### src/rtl/dac_out_pkg.sv
// Shared types and constants for the DAC output stage.
package dac_out_pkg;

    // Prefill state machine: PRIME fills the FIFO, RUN streams to the DAC.
    typedef enum logic {
        PRIME = 1'b0,
        RUN   = 1'b1
    } dac_state_t;

    localparam int UNDERRUN_CNT_W = 16;

    // Increment that sticks at all-ones instead of wrapping.
    function automatic logic [UNDERRUN_CNT_W-1:0] sat_inc(input logic [UNDERRUN_CNT_W-1:0] v);
        return (v == '1) ? v : v + UNDERRUN_CNT_W'(1);
    endfunction

endpackage

### src/rtl/dac_out_stage_if.sv
// Sample input handshake of the DAC output stage.
// Handshake: a sample transfers on a rising clk edge where i_valid && o_ready;
// the master keeps i_data stable while i_valid is high and o_ready is low,
// and o_ready never depends on i_valid.
interface dac_out_stage_if #(
    parameter int DATA_W = 8
);
    logic [DATA_W-1:0] i_data;
    logic              i_valid;
    logic              o_ready;

    modport master (output i_data, output i_valid, input o_ready);
    modport slave  (input i_data, input i_valid, output o_ready);
endinterface

### src/rtl/sync_fifo.sv
// Single-clock FIFO with a separate occupancy count and no fall-through:
// a word pushed on an edge is readable only from the following cycle.
module sync_fifo #(
    parameter int DATA_W = 8,
    parameter int DEPTH  = 8
) (
    input  logic                     clk,
    input  logic                     rst_n,
    input  logic                     push,
    input  logic [DATA_W-1:0]        wr_data,
    input  logic                     pop,
    output logic [DATA_W-1:0]        rd_data,
    output logic [$clog2(DEPTH):0]   level,
    output logic                     full,
    output logic                     empty
);
    localparam int AW = $clog2(DEPTH);
    localparam logic [AW-1:0] PTR_ONE  = AW'(1);
    localparam logic [AW:0]   LVL_ONE  = (AW+1)'(1);
    localparam logic [AW:0]   LVL_FULL = (AW+1)'(DEPTH);

    logic [DATA_W-1:0] mem [DEPTH];
    logic [AW-1:0]     wr_ptr;
    logic [AW-1:0]     rd_ptr;
    logic              do_push;
    logic              do_pop;

    // Qualify requests so the pointers can never overrun
    always_comb begin
        full    = (level == LVL_FULL);
        empty   = (level == '0);
        do_push = push && !full;
        do_pop  = pop && !empty;
        rd_data = mem[rd_ptr];
    end

    // Storage array, written at the write pointer
    always_ff @(posedge clk) begin
        if (do_push) mem[wr_ptr] <= wr_data;
    end

    // Pointers wrap naturally; level disambiguates full from empty
    always_ff @(posedge clk or negedge rst_n) begin
        if (!rst_n) begin
            wr_ptr <= '0;
            rd_ptr <= '0;
            level  <= '0;
        end else begin
            if (do_push) wr_ptr <= wr_ptr + PTR_ONE;
            if (do_pop)  rd_ptr <= rd_ptr + PTR_ONE;
            case ({do_push, do_pop})
                2'b10:   level <= level + LVL_ONE;
                2'b01:   level <= level - LVL_ONE;
                default: level <= level;
            endcase
        end
    end

endmodule

### src/rtl/dac_out_stage.sv
// Output stage feeding an 8-bit video DAC: FIFO buffering, DAC clock divider,
// prefill FSM and underrun detection.
// Optional: define DAC_UNDERRUN_CNT_EN to add the saturating o_underrun_cnt port.
module dac_out_stage
    import dac_out_pkg::*;
#(
    parameter int DATA_W = 8,
    parameter int DEPTH  = 8,
    parameter int DIV    = 4
) (
    input  logic                      i_clk,
    input  logic                      i_rst_n,
    dac_out_stage_if.slave            bus,
    output logic [DATA_W-1:0]         o_dac,
    output logic                      o_dac_clk,
    output logic                      o_underrun,
    output logic [$clog2(DEPTH):0]    o_level,
    output dac_state_t                o_state
`ifdef DAC_UNDERRUN_CNT_EN
    ,
    output logic [UNDERRUN_CNT_W-1:0] o_underrun_cnt
`endif
);
    localparam int LW = $clog2(DEPTH) + 1;
    localparam int CW = $clog2(DIV);
    localparam logic [CW-1:0]     DIV_LAST = CW'(DIV - 1);
    localparam logic [CW-1:0]     DIV_HALF = CW'(DIV / 2);
    localparam logic [CW-1:0]     CNT_ONE  = CW'(1);
    localparam logic [LW-1:0]     LVL_HALF = LW'(DEPTH / 2);
    localparam logic [LW-1:0]     LVL_ONE  = LW'(1);
    localparam logic [DATA_W-1:0] MIDSCALE = {1'b1, {(DATA_W-1){1'b0}}};

    dac_state_t        state;
    dac_state_t        state_next;
    logic [CW-1:0]     div_cnt;
    logic [CW-1:0]     div_next;
    logic              tick;
    logic              push;
    logic              pop;
    logic              starve;
    logic [DATA_W-1:0] head;
    logic [LW-1:0]     level;
    logic              full;
    logic              empty;

    sync_fifo #(
        .DATA_W (DATA_W),
        .DEPTH  (DEPTH)
    ) u_fifo (
        .clk     (i_clk),
        .rst_n   (i_rst_n),
        .push    (push),
        .wr_data (bus.i_data),
        .pop     (pop),
        .rd_data (head),
        .level   (level),
        .full    (full),
        .empty   (empty)
    );

    // Ready comes from the registered level only, never from i_valid
    always_comb begin
        bus.o_ready = !full;
        push        = bus.i_valid && !full;
        o_level     = level;
        o_state     = state;
    end

    // Divider: a tick is the edge where div_cnt wraps from DIV-1 to 0
    always_comb begin
        tick     = (div_cnt == DIV_LAST);
        div_next = tick ? '0 : div_cnt + CNT_ONE;
    end

    // Divider and DAC clock; the clock is low for the first DIV/2 cycles after a tick
    always_ff @(posedge i_clk or negedge i_rst_n) begin
        if (!i_rst_n) begin
            div_cnt   <= '0;
            o_dac_clk <= 1'b0;
        end else begin
            div_cnt   <= div_next;
            o_dac_clk <= (div_next >= DIV_HALF);
        end
    end

    // FSM state register
    always_ff @(posedge i_clk or negedge i_rst_n) begin
        if (!i_rst_n) state <= PRIME;
        else          state <= state_next;
    end

    // FSM next state: leave PRIME once half full, counting this cycle's push
    always_comb begin
        state_next = state;
        if (state == PRIME && (level + (push ? LVL_ONE : '0)) >= LVL_HALF)
            state_next = RUN;
    end

    // FSM outputs: in RUN each tick either pops the head or reports starvation
    always_comb begin
        pop    = (state == RUN) && tick && !empty;
        starve = (state == RUN) && tick && empty;
    end

    // Output registers: DAC data holds its last value on an underrun
    always_ff @(posedge i_clk or negedge i_rst_n) begin
        if (!i_rst_n) begin
            o_dac      <= MIDSCALE;
            o_underrun <= 1'b0;
        end else begin
            if (pop) o_dac <= head;
            o_underrun <= starve;
        end
    end

`ifdef DAC_UNDERRUN_CNT_EN
    // Saturating count of empty ticks, advancing with each underrun pulse
    always_ff @(posedge i_clk or negedge i_rst_n) begin
        if (!i_rst_n)    o_underrun_cnt <= '0;
        else if (starve) o_underrun_cnt <= sat_inc(o_underrun_cnt);
    end
`endif

endmodule

### src/flat_wrapper.sv
// flat-port wrapper written by rule: the top's interface ports become plain ports
module dac_out_stage_flat import dac_out_pkg::*;
#(
    parameter int DATA_W = 8,
    parameter int DEPTH  = 8,
    parameter int DIV    = 4
)
  (i_clk, i_rst_n, o_dac, o_dac_clk, o_underrun, o_level, o_state, bus_i_data, bus_i_valid, bus_o_ready);
  dac_out_stage_if #(.DATA_W(DATA_W)) bus_i ();
  input  logic i_clk;
  input  logic i_rst_n;
  output logic [DATA_W-1:0] o_dac;
  output logic o_dac_clk;
  output logic o_underrun;
  output logic [$clog2(DEPTH):0] o_level;
  output dac_state_t o_state;
  input wire logic [$bits(bus_i.i_data)-1:0] bus_i_data;
  input wire logic [$bits(bus_i.i_valid)-1:0] bus_i_valid;
  output wire logic [$bits(bus_i.o_ready)-1:0] bus_o_ready;
  assign bus_i.i_data = bus_i_data;
  assign bus_i.i_valid = bus_i_valid;
  assign bus_o_ready = bus_i.o_ready;
  dac_out_stage #(.DATA_W(DATA_W), .DEPTH(DEPTH), .DIV(DIV)) u_core (.i_clk(i_clk), .i_rst_n(i_rst_n), .bus(bus_i), .o_dac(o_dac), .o_dac_clk(o_dac_clk), .o_underrun(o_underrun), .o_level(o_level), .o_state(o_state));
endmodule
### config.mk
export PLATFORM = sky130hd
export DESIGN_NAME = dac_out_stage_flat
export DESIGN_NICKNAME = d
export VERILOG_FILES = /design/src/rtl/dac_out_pkg.sv /design/src/rtl/dac_out_stage_if.sv /design/src/rtl/sync_fifo.sv /design/src/rtl/dac_out_stage.sv /design/src/flat_wrapper.sv
export SDC_FILE = /design/constraint.sdc
export NUM_CORES = 1
export LEC_CHECK = 0
export ABC_AREA = 1
export CAP_MARGIN = 20
export CORE_ASPECT_RATIO = 0.9
export CORE_MARGIN = 3
export CORE_UTILIZATION = 55
export CTS_CLUSTER_DIAMETER = 30
export DETAILED_ROUTE_END_ITERATION = 7
export DONT_BUFFER_PORTS = 1
export PLACE_DENSITY = 0.7
export SLEW_MARGIN = 20
export SYNTH_ARGS = -nofsm -noshare
export SYNTH_HDL_FRONTEND = slang
export SYNTH_HIERARCHICAL = 1
export SYNTH_SLANG_ARGS = --single-unit
### constraint.sdc
create_clock -name i_clk -period 5.7 [get_ports i_clk]
set_input_delay 0.57 -clock i_clk [delete_from_list [all_inputs] [get_ports i_clk]]
set_output_delay 0.57 -clock i_clk [all_outputs]
set_load 0.005 [all_outputs]
==> summary.md <==
| Metric | Value |
|---|---|
| Clock Sinks | 86 |
| Die area | 8120 sq um |
| Unrepaired setup endpoints after global routing | no |
| Die X-Extent | 94.7 microns |
| Path depth of the worst reg2reg path | 15 |
| Crit path required time | 5950 ps |
| PD cells | 476 nW/um^2 |
| Worst vdd ir | 0.240 mV |
| Drt wl/cell | 14.6 microns |
| Synth top area cells | edfxtp_1 49%, nand2_1 15%, dfrtp_1 14% |
| FF+latch area | 2470 sq um |
| Residual DRC | 0 |
| Io pins | 27 |
| Class of the worst hold path | in2async |
| Endpoints failing setup | 0 |
| Fin. Hold Viols | 0 |
| Final total power | 1.98 mW |
| Clk buf depth | 2 |
| CTS tree | yes |
| Post-synth net total | 430 |
| CTS Buf Count | 9 |
| WP data arrival | 2860 ps |
| Ys Warns | 6 |
| Pleak | 1.88 nW |
| Status | finished, final reports clean |
| Drt first pass iters | 4 |
| Fin nets | 431 |
| Largest net degree at the start of global routing | 67 |
| CTS clock-pin slew for the worst setup and hold paths | 90 ps |
| Post-synthesis sequential area ratio | 63.6% |
| Slew @ Worst Pin | 1090 ps |
| Vias | 2491 |
| FP Rows | 28 |
| Min cycle time layout | 2610 ps |
| Post-synth design cell area | 3890 sq um |
| Layout cells sized above 1 | 7.66% |
| Synth unique cells | 22 |
| Post-CTS Hold Buffers | 1 |
| Max Transition Viols Final | 0 |
| Core area | 6730 sq um |
| Worst rel slew slack | 27.1% |
| Total GRT Usage | 20.2% |
| DR vias/cell | 4.90 |
| Post-Syn Area per Cell | 9.44 sq um |
| CTS root buffer | clkbuf_8 |
| Startpoint types | flop |
| Commonest non-fill, non-tap cells in the layout | 155 x nand2_1, 71 x nor2_1, 64 x edfxtp_1 |
| Setup TNS | 0 ps |
| Dpl hpwl | 5.12 mm |
| Grt total ovfl | 0 |
| Starting Density | 57.8% |
| Post-CTS Resized | 0 |
| Area of the multi-input gates | 1160 sq um |
| Fillers | 595 |
| Max-Cap Viols | 0 |
| Seq cells post-synth | 86 |
| DRT Wirelength | 7.43 mm |
| Input/output buffers | 0 |
| Commonest non-fill, non-tap cell in the layout | nand2_1 |
| Post-route clock period utilization | 45.7% |
| Ant diodes | 0 |
| Antenna-violating nets left | 0 |
| Synth Instances | 412 |
| Area share of the largest cell type after synthesis | 49.4% |
| Skew final | 8.78 ps |
| Die H | 85.8 microns |
| Number of global-route vias before repair | 2388 |
| Postcts setup bufs | 0 |
| Clk_lat worst skew | 350 ps |
| Iter 0 DRT Violations | 157 |
| First-pass GRT wire length | 12.0 mm |
| F_max | 384 MHz |
| # H-tree levels | 3 |
| Worst Setup Path Type | reg2reg |
| Global placement routability congestion | 0.892 |
| CP Max Fanout | 9 |
| Area grow syn2layout | 6.79% |
| Setup crit end kind | flop |
| Flop2flop setup slack | 3090 ps |
| Yosys top cell by area | edfxtp_1 |
| Initial antenna violation count | 0 |
## cell usage after synthesis
master / count
nand2_1: 155
nor2_1: 71
edfxtp_1: 64
inv_1: 51
dfrtp_1: 21
nor3_1: 8
ha_1: 6
nand3_1: 6
buf_2: 4
buf_6: 4
o21ai_0: 4
xnor2_1: 4
buf_4: 3
inv_2: 2
xor2_1: 2
clkbuf_1: 1
dfstp_2: 1
fa_1: 1
nand2_2: 1
nand3_2: 1
nand3_4: 1
or2_2: 1
## critical path, cell delays in order, from the launching register on
cell and delay (ps):
dfrtp_1 460, nor2_1 220, nand3_1 170, inv_1 90, inv_1 70, nand3_4 110
inv_2 90, nand2_1 170, inv_1 80, ha_1 240, ha_1 310, or2_2 290
nand2_1 70, nand2_1 40, nand3_1 50, nand2_1 50
## registers in the layout (all words and copies together) (netlist names)
name,flops
u_core/u_fifo/level,4
u_core/o_underrun,1
u_core/o_dac,8
u_core/u_fifo/rd_ptr,3
u_core/o_state,1
u_core/u_fifo/wr_ptr,3
u_core/div_cnt,2
u_core/u_fifo/mem,64
## cell families (layout without fill, tap and decap cells)
group                    Yosys count  in the layout  synth area share, %
XOR/XNOR                           6              6                 1.35
AO/OA/AOI/OAI                      4              4                0.515
adder cells (fa/ha/maj)            7              7                 2.44
AND/OR/NAND/NOR                  244            244                 24.6
flip-flops                        86             86                 63.6
buffers and inverters             65             71                 7.46
## where the power goes
| group | internal (mW) | switching, mW |
|---|---|---|
| sequential | 0.808 | 0.183 |
| combinational | 0.212 | 0.376 |
| clock | 0.185 | 0.214 |
## through the flow
step,worst slack (ps),instances,util (%),hold WS [ps],area (sq um)
2_1_floorplan,3430,412,-,274,3890
3_3_place_gp,3230,490,58.2,275,3910
3_5_place_dp,3130,491,58.3,275,3920
4_1_cts,3120,508,61.3,27.0,4120
5_1_grt,2820,508,61.8,16.6,4150
6_report,3090,508,61.8,48.6,4150
## routing by layer
layer	global-route usage [%]	up-vias	share of wire [%]
li1	-	1274	-
met1	27.0	1159	46
met2	31.8	52	48
met3	7.19	6	5.1
met4	5.11	0	0.92
met5	0	-	0
## worst paths after layout
check / start / to
worst max-delay path: u_core/u_fifo/level[1] / u_core/u_fifo/level[3]
worst max register to register: u_core/u_fifo/level[1] / u_core/u_fifo/level[3]
worst min register to register: u_core/div_cnt[0] / u_core/div_cnt[0]
min in group i_clk: bus_i_data[4] / u_core/u_fifo/mem[5][4]
max in group asynchronous: i_rst_n / u_core/u_fifo/rd_ptr[0]
worst min-delay path: i_rst_n / u_core/o_dac[7]
## area by class of cell
class / count / share of cell area [%]
timing repair buffer: 2 / 0.361
multi-input combinational: 261 / 28.0
sequential: 86 / 59.6
inverter: 53 / 4.79
tap: 90 / 2.71
clock buffer: 10 / 3.58
clock inverter: 6 / 1.02
No activity file was read; power rests on OpenSTA's default activity.
